$ cat config.mk
export PLATFORM = sky130hd
export DESIGN_NAME = intersection_ctrl
export DESIGN_NICKNAME = d
export VERILOG_FILES = /design/src/rtl/intersection_pkg.sv /design/src/rtl/phase_timer.sv /design/src/rtl/intersection_ctrl.sv
export SDC_FILE = /design/constraint.sdc
export NUM_CORES = 1
export LEC_CHECK = 0
export ABC_AREA = 1
export CAP_MARGIN = 10
export CORE_MARGIN = 3
export CORE_UTILIZATION = 53
export DETAILED_ROUTE_END_ITERATION = 10
export HOLD_SLACK_MARGIN = 0.15
export PLACE_DENSITY = 0.77
export SLEW_MARGIN = 20
export SYNTH_ARGS = -nofsm -noshare
export SYNTH_HDL_FRONTEND = slang
export SYNTH_SLANG_ARGS = --single-unit
$ cat constraint.sdc
create_clock -name clk -period 4.39 [get_ports clk]
set_clock_uncertainty 0.05 [all_clocks]
set_input_delay 0.6585 -clock clk [delete_from_list [all_inputs] [get_ports clk]]
set_output_delay 0.6585 -clock clk [all_outputs]
set_load 0.005 [all_outputs]
$ cat src/rtl/intersection_pkg.sv
// Shared state and signal-head encodings for the intersection controller.
package intersection_pkg;

    typedef enum logic [2:0] {
        ALL_RED   = 3'd0,
        NS_GREEN  = 3'd1,
        NS_YELLOW = 3'd2,
        EW_GREEN  = 3'd3,
        EW_YELLOW = 3'd4,
        PED_WALK  = 3'd5
    } state_t;

    localparam logic [2:0] LIGHT_RED    = 3'b100;
    localparam logic [2:0] LIGHT_YELLOW = 3'b010;
    localparam logic [2:0] LIGHT_GREEN  = 3'b001;

    localparam logic ROAD_NS = 1'b0;
    localparam logic ROAD_EW = 1'b1;

    function automatic logic [2:0] ns_head(input state_t s);
        case (s)
            NS_GREEN:  ns_head = LIGHT_GREEN;
            NS_YELLOW: ns_head = LIGHT_YELLOW;
            default:   ns_head = LIGHT_RED;
        endcase
    endfunction

    function automatic logic [2:0] ew_head(input state_t s);
        case (s)
            EW_GREEN:  ew_head = LIGHT_GREEN;
            EW_YELLOW: ew_head = LIGHT_YELLOW;
            default:   ew_head = LIGHT_RED;
        endcase
    endfunction

endpackage

$ cat src/rtl/phase_timer.sv
// Per-phase cycle counter: clears on phase entry, saturates at SAT, flags count >= cmp.
module phase_timer #(
    parameter int W   = 3,
    parameter int SAT = 7
) (
    input  logic         clk,
    input  logic         rst,
    input  logic         clr,
    input  logic [W-1:0] cmp,
    output logic         hit
);

    logic [W-1:0] count_r;

    // Counter register with clear and saturation
    always_ff @(posedge clk) begin
        if (rst) begin
            count_r <= {W{1'b0}};
        end else if (clr) begin
            count_r <= {W{1'b0}};
        end else if (count_r != W'(SAT)) begin
            count_r <= count_r + W'(1'b1);
        end else begin
            count_r <= count_r;
        end
    end

    assign hit = (count_r >= cmp);

endmodule

$ cat src/rtl/intersection_ctrl.sv
// Two-road traffic light controller with optional pedestrian walk phase.
// Pedestrian phase is built only when INTERSECTION_PED_WALK_EN is defined.
module intersection_ctrl
    import intersection_pkg::*;
#(
    parameter int GREEN_MIN = 4,
    parameter int GREEN_MAX = 8,
    parameter int YELLOW_T  = 2,
    parameter int ALL_RED_T = 1,
    parameter int WALK_T    = 3
) (
    input  logic       clk,
    input  logic       rst,
    input  logic       req_ns,
    input  logic       req_ew,
    input  logic       ped_req,
    output logic [2:0] light_ns,
    output logic [2:0] light_ew,
    output logic       walk
);

    localparam int CW = (GREEN_MAX > 1) ? $clog2(GREEN_MAX) : 1;

    state_t        state_r;
    state_t        next_state_s;
    logic          next_road_r;
    logic          from_walk_r;
    logic          ped_pending_s;
    logic          leave_s;
    logic          hit_s;
    logic [CW-1:0] cmp_s;
    logic [2:0]    light_ns_r;
    logic [2:0]    light_ew_r;
    logic          walk_r;

`ifdef INTERSECTION_PED_WALK_EN
    logic ped_pending_r;

    // Latch button presses until the walk phase is entered
    always_ff @(posedge clk) begin
        if (rst) begin
            ped_pending_r <= 1'b0;
        end else if (state_r == ALL_RED && next_state_s == PED_WALK) begin
            ped_pending_r <= 1'b0;
        end else if (ped_req) begin
            ped_pending_r <= 1'b1;
        end else begin
            ped_pending_r <= ped_pending_r;
        end
    end

    assign ped_pending_s = ped_pending_r;
`else
    logic unused_ped_s;
    assign unused_ped_s  = ped_req;
    assign ped_pending_s = 1'b0;
`endif

    // Select the duration threshold of the current phase
    always_comb begin
        cmp_s = CW'(ALL_RED_T - 1);
        case (state_r)
            ALL_RED:              cmp_s = CW'(ALL_RED_T - 1);
            NS_GREEN, EW_GREEN:   cmp_s = CW'(GREEN_MIN - 1);
            NS_YELLOW, EW_YELLOW: cmp_s = CW'(YELLOW_T - 1);
            PED_WALK:             cmp_s = CW'(WALK_T - 1);
            default:              cmp_s = CW'(ALL_RED_T - 1);
        endcase
    end

    phase_timer #(
        .W   (CW),
        .SAT (GREEN_MAX - 1)
    ) u_timer (
        .clk (clk),
        .rst (rst),
        .clr (leave_s),
        .cmp (cmp_s),
        .hit (hit_s)
    );

    // Next-state decision; greens leave only once min time is met and demand competes
    always_comb begin
        next_state_s = state_r;
        case (state_r)
            ALL_RED: begin
                if (!hit_s) begin
                    next_state_s = ALL_RED;
                end else if (ped_pending_s && !from_walk_r) begin
                    next_state_s = PED_WALK;
                end else if (next_road_r == ROAD_EW) begin
                    next_state_s = EW_GREEN;
                end else begin
                    next_state_s = NS_GREEN;
                end
            end
            NS_GREEN: begin
                if (hit_s && (req_ew || ped_pending_s)) begin
                    next_state_s = NS_YELLOW;
                end else begin
                    next_state_s = NS_GREEN;
                end
            end
            EW_GREEN: begin
                if (hit_s && (req_ns || ped_pending_s)) begin
                    next_state_s = EW_YELLOW;
                end else begin
                    next_state_s = EW_GREEN;
                end
            end
            NS_YELLOW, EW_YELLOW, PED_WALK: begin
                if (hit_s) begin
                    next_state_s = ALL_RED;
                end else begin
                    next_state_s = state_r;
                end
            end
            default: next_state_s = ALL_RED;
        endcase
    end

    assign leave_s = (next_state_s != state_r);

    // State, road alternation and registered signal heads
    always_ff @(posedge clk) begin
        if (rst) begin
            state_r     <= ALL_RED;
            next_road_r <= ROAD_NS;
            from_walk_r <= 1'b0;
            light_ns_r  <= LIGHT_RED;
            light_ew_r  <= LIGHT_RED;
            walk_r      <= 1'b0;
        end else begin
            state_r    <= next_state_s;
            light_ns_r <= ns_head(next_state_s);
            light_ew_r <= ew_head(next_state_s);
`ifdef INTERSECTION_PED_WALK_EN
            walk_r     <= (next_state_s == PED_WALK);
`else
            walk_r     <= 1'b0;
`endif
            if ((state_r == NS_YELLOW || state_r == EW_YELLOW) && leave_s) begin
                next_road_r <= ~next_road_r;
            end else begin
                next_road_r <= next_road_r;
            end
            // The clearance after a walk must hand over to a green, not re-enter walk
            if (leave_s) begin
                from_walk_r <= (state_r == PED_WALK);
            end else begin
                from_walk_r <= from_walk_r;
            end
        end
    end

    assign light_ns = light_ns_r;
    assign light_ew = light_ew_r;
    assign walk     = walk_r;

endmodule

==> Yosys cells after proc, flatten, opt, wreduce, memory -nomap -nowiden <==
Cells that the tools add are included.
{ "word_totals": {"regBits": 13, "in_bits": 5, "word_cells": 37} }
{ "classes": {"addsub": 1, "magnitude_cmp": 1, "n_eq_ne": 11, "muxes": 9, "n_bitwise": 1, "reduce_logical": 9} }
{ "ops": {"columns": ["op", "n"], "rows": [
  ["$eq 3x2->1 const B", 4],
  ["$pmux 3 s2", 2],
  ["$pmux 3 s4", 1],
  ["$eq 3x3->1 const B", 3],
  ["$eq 3x1->1 const B", 2],
  ["$mux 2", 3],
  ["$mux 3", 2],
  ["$pmux 2 s3", 1],
  ["$reduce_or 2->1", 3],
  ["$add 3x1->3 const B", 1],
  ["$ge 3x2->1", 1],
  ["$logic_and 1x1->1", 3],
  ["$logic_not 3->1", 1],
  ["$ne 3x3->1", 1],
  ["$ne 3x3->1 const B", 1],
  ["$reduce_or 3->1", 1],
  ["$logic_or 1x1->1", 1],
  ["$not 1->1", 1]
]} }

==> Depth between registers and ports, before layout <==
{ "depth": {"word_depth": 9, "depth_mapped": 17} }

==> Hierarchy <==
From an unflattened synthesis, not the netlist that was laid out.
{ "unflattened": {"hier_cells": 110, "hier_area_um2": 768.2} }
{ "by_module_without_submodules": {"columns": ["module", "n_inst", "cells_each", "area_each_um2"], "rows": [
  ["intersection_ctrl", 1, 77, 548.0],
  ["phase_timer", 1, 33, 220.2]
]} }

==> Worst setup path before layout <==
No wires, ideal clock.
{ "synth_timing": {"path_kind": "register -> register", "from": "register state_r[2]", "to": "register u_timer.count_r[2]", "arrival_ns": 1.990, "slack_ns": 2.288, "path_stages_with_launch": 17, "synth_period_minus_slack_ns": 2.102, "path_cell_list": "dfxtp_1 buf_4 nor2_1 inv_1 nand3_1 o21ai_0 ha_1 inv_1 nand2_1 nand2_1 nand2_4 nor2_1 nand2_2 nand3_2 nand4_2 or2_4 nor2_2"} }
{ "synth_between": {"elab_chain_cells": 9, "word_cells_on_any_way": 20, "cone_classes": "order compare: 1; eq/ne: 6; mux: 6; reduce/logical: 7"} }
{ "synth_lines": {"columns": ["item", "line", "source"], "rows": [
  ["start: declaration", "intersection_ctrl.sv:24", "state_t state_r;"],
  ["start signal: assignment", "intersection_ctrl.sv:134", "state_r <= next_state_s;"],
  ["$eq 3x2->1 (tied with other cells)", "intersection_ctrl.sv:62, intersection_ctrl.sv:85", null],
  ["$reduce_or 2->1", "intersection_ctrl.sv:62", "case (state_r)"],
  ["$pmux 2 s3", "intersection_ctrl.sv:62", null],
  ["$ge 3x2->1", "phase_timer.sv:28", "assign hit = (count_r >= cmp);"],
  ["$logic_and 1x1->1 (on tied branches)", "intersection_ctrl.sv:105, intersection_ctrl.sv:98", null],
  ["$mux 3 or $mux 2 (tied branches)", "intersection_ctrl.sv:105, intersection_ctrl.sv:98", null],
  ["$pmux 3 s4", "intersection_ctrl.sv:85", "case (state_r)"],
  ["$ne 3x3->1 *", "intersection_ctrl.sv:122", "assign leave_s = (next_state_s != state_r);"],
  ["$reduce_or 2->1 (no line) *", null, null],
  ["end signal: assignment", "phase_timer.sv:20", "count_r <= {W{1'b0}};"],
  ["end signal: assignment", "phase_timer.sv:22", "count_r <= count_r + W'(1'b1);"],
  ["end signal: assignment", "phase_timer.sv:24", "count_r <= count_r;"],
  ["end: declaration", "phase_timer.sv:13", "logic [W-1:0] count_r;"]
]} }
Mark *: on every way between the ends. The rest lies on a longest branch, timed or not.
A chain may end at the register's enable or synchronous reset.

==> Final worst setup path <==
{ "layout_timing": {"from": "register state_r[2]", "to": "register light_ns_r[2], in the netlist light_ns[2]"} }
{ "layout_between": {"elab_chain_cells": 9, "word_cells_on_any_way": 21, "cone_classes": "order compare: 1; eq/ne: 7; mux: 7; reduce/logical: 6"} }
{ "layout_lines": {"columns": ["item", "line", "source"], "rows": [
  ["$eq 3x2->1 (tied with other cells)", "intersection_ctrl.sv:62, intersection_ctrl.sv:85", null],
  ["$reduce_or 2->1", "intersection_ctrl.sv:62", null],
  ["$pmux 2 s3", "intersection_ctrl.sv:62", null],
  ["$ge 3x2->1", "phase_timer.sv:28", null],
  ["$logic_and 1x1->1 (on tied branches)", "intersection_ctrl.sv:105, intersection_ctrl.sv:98", null],
  ["$mux 3 or $mux 2 (tied branches)", "intersection_ctrl.sv:105, intersection_ctrl.sv:98", null],
  ["$pmux 3 s4 *", "intersection_ctrl.sv:85", null],
  ["$eq 3x2->1 or $eq 3x1->1 (tied branches)", "intersection_pkg.sv:21", "case (s)"],
  ["$pmux 3 s2 *", "intersection_pkg.sv:21", null],
  ["end signal: assignment", "intersection_ctrl.sv:135", "light_ns_r <= ns_head(next_state_s);"],
  ["end: declaration", "intersection_ctrl.sv:32", "logic [2:0] light_ns_r;"]
]} }
Marks and branches as above.

==> metrics.csv <==
metric,value,unit
outcome,"finished, final reports clean",
clkTransAtPathRegs,0.07,ns
syn_nets,104,
ir_worst_vdd,0.362,mV
ff2ff_path_depth,16,
pre_cts_ws,2.06,ns
initial_core_util,59.4,%
drt_pass1_iterations,4,
cts.sinks,13,
antenna_cells,0,
drcViolationCount,0,
power_frac_clock,14.1,%
area_growth,17.1,%
synthesis.area,696,um^2
synth_edf_count,0,
die_h,42.2,um
vias,597,
first_global_vias,524,
io_buffer_count,9,
wl,1290,um
intPower,285,uW
min_period_over_period,54.2,%
grt_max_degree,10,
ctsRootBufferMaster,clkbuf_4,
crit_path_frequent_cell,nand2_1,
final_antenna_net_count,0,
critPathMaxFanout,9,
row_count,12,
dp.cells,116,
path_cells,"nor2_1, inv_1, nand3_1, o21ai_0, ha_1, inv_1, nand2_1, nand2_1, nand2_4, nand2_1, nand2_1, o21ai_1, nor2_1, nand2_1, nor3_1, nor2_1",
pin_count,12,
ys_seq_area_share,37.4,%
finalNonFillerCells,120,
seqPwrFrac,34.0,%
cap_viol_max_count,0,
yosysMostFrequentCell,nand2_1,
p_sw,204,uW
tns,0,ns
cts_buffers,3,
cts_resized,0,
viasPerCell,4.98,
avgSynthCellArea,7.32,um^2
cts_setup_buffers,0,
final_util,69.6,%
max_clock_freq,420,MHz
critPathMaxStageDelay,0.41,ns
cpMaxStageDelayCell,dfxtp_1,
power.density,600,mW/mm^2
hold_buffers,0,
synth_top_cell_by_area,dfxtp_1,
clk_path_buf_depth,2,
synth_area_leaders,"dfxtp_1, nand2_1, inv_1",
fillers,101,
hpwl,1090,um
antenna_found_initial,0,
ys_warn_count,0,
leakagePower,0.388,nW
holdPathStages,2,
setup_viol,0,
period_minus_slack,2.38,ns
final_hold_viol_count,0,
synth_ff_type,dfxtp_1,
syn_inst,95,
drive_above_1_share,13.2,%
maxSlewViolCount,0,
grt_remaining_overflow,0,
clk_latency,0.26,ns
grt_pass1_wl,2210,um
arrival,2.48,ns
swShare,41.7,%
core_area,0.00117,mm^2
synth.distinct_cells,23,
synth_common_cells,"nand2_1, inv_1, dfxtp_1, nor2_1, nand3_1",
critPathCaptureType,flip-flop,
setup_ws,2.01,ns
htreeDepth,1,
worstSetupStartpointType,flip-flop,
hold_path_class,reg2reg,
rsz0062_at_grt,false,
drt_iter0_drc,16,
criticalPathCategory,reg2reg,
dieArea,0.00178,mm^2
combPwrFrac,51.9,%
ys_async_sr_fraction,0,%
fp.dieW,42.2,um
routedWlPerCell,10.8,um
synth_top_area_share,37.4,%
finalWeightedCongestion,0.798,
grt.total_usage,16.1,%
ys_seq_elements,13,
cts_tree,yes,
required,4.49,ns
nNetsFinal,116,
[cells by family (layout without fill, tap and decap cells)]
| group | after synthesis | after routing | synth area share [%] |
|---|---|---|---|
| AO/OA/AOI/OAI | 6 | 6 | 4.32 |
| XOR/XNOR | 1 | 1 | 1.26 |
| adder cells (fa/ha/maj) | 4 | 4 | 7.19 |
| buffers and inverters | 18 | 29 | 10.8 |
| flip-flops | 13 | 13 | 37.4 |
| multiplexers | 1 | 1 | 1.44 |
| other | 1 | 1 | 0.539 |
| AND/OR/NAND/NOR | 51 | 51 | 37.1 |
[area by class of cell]
cell class                      instances  area [um^2]  share of cell area (%)
Multi-Input combinational cell         64          360                    44.2
Clock buffer                            4         26.3                    3.23
Timing Repair Buffer                    9         90.1                    11.1
Inverter                               16         60.1                    7.37
Tap cell                               14         17.5                    2.15
Sequential cell                        13          260                    32.0
[power groups by stage]
stage | Sequential, mW | Combinational (mW) | Clock, mW
floorplan | 0.167 | 0.186 | 0
global placement | 0.168 | 0.246 | 0
detailed placement | 0.169 | 0.253 | 0
CTS | 0.166 | 0.254 | 0.0727
global route | 0.169 | 0.286 | 0.0782
finish | 0.166 | 0.254 | 0.0690
[registers in the layout, indices dropped and copies added (netlist names)]
signal and cells:
light_ns 3, state_r 3, u_timer.count_r 3, light_ew 3
next_road_r 1
[stage by stage]
| stage | power [mW] | hold WS, ns | area, um^2 |
|---|---|---|---|
| 2_1_floorplan | 0.353 | 0.446 | 696 |
| 3_3_place_gp | 0.414 | 0.479 | 788 |
| 3_5_place_dp | 0.422 | 0.487 | 788 |
| 4_1_cts | 0.493 | 0.497 | 815 |
| 5_1_grt | 0.533 | 0.530 | 815 |
| 6_report | 0.488 | 0.495 | 815 |
[cells in the final DEF, fill, tap and decap left out, types with 3 or more instances in the layout]
cell type and n:
nand2_1 20, inv_1 15, dfxtp_1 13, nor2_1 10, clkdlybuf4s50_1 9, nand3_1 6, o21ai_0 4, ha_1 4
nor3_1 3, nor2_2 3, clkbuf_4 3
[critical path: cells and delay by family, from the launching register on]
family | cells | cell delay, ns
AOI/OAI and AO/OA | 2 | 0.20
and+or+nand+nor | 11 | 1.20
adders and majority gates | 1 | 0.30
DFF | 1 | 0.41
buffers and inverters | 2 | 0.10
[path summary, 6_finish.rpt]
kind            endpoint  slack (ns)   startpoint
max          light_ns[2]        2.01   state_r[2]
min          next_road_r        0.50  next_road_r
max reg2reg  light_ns[2]        2.01   state_r[2]
min reg2reg  next_road_r        0.50  next_road_r
[routing by layer]
metal  GRT usage (%)  vias to the layer above  share of wire (%)
li1                -                      317                  -
met1            17.6                      261                 40
met2            28.6                       19                 53
met3            6.44                        0                6.5
met4            3.73                        0                  0
met5               0                        -                  0
Power figures use the tool's default switching activity.
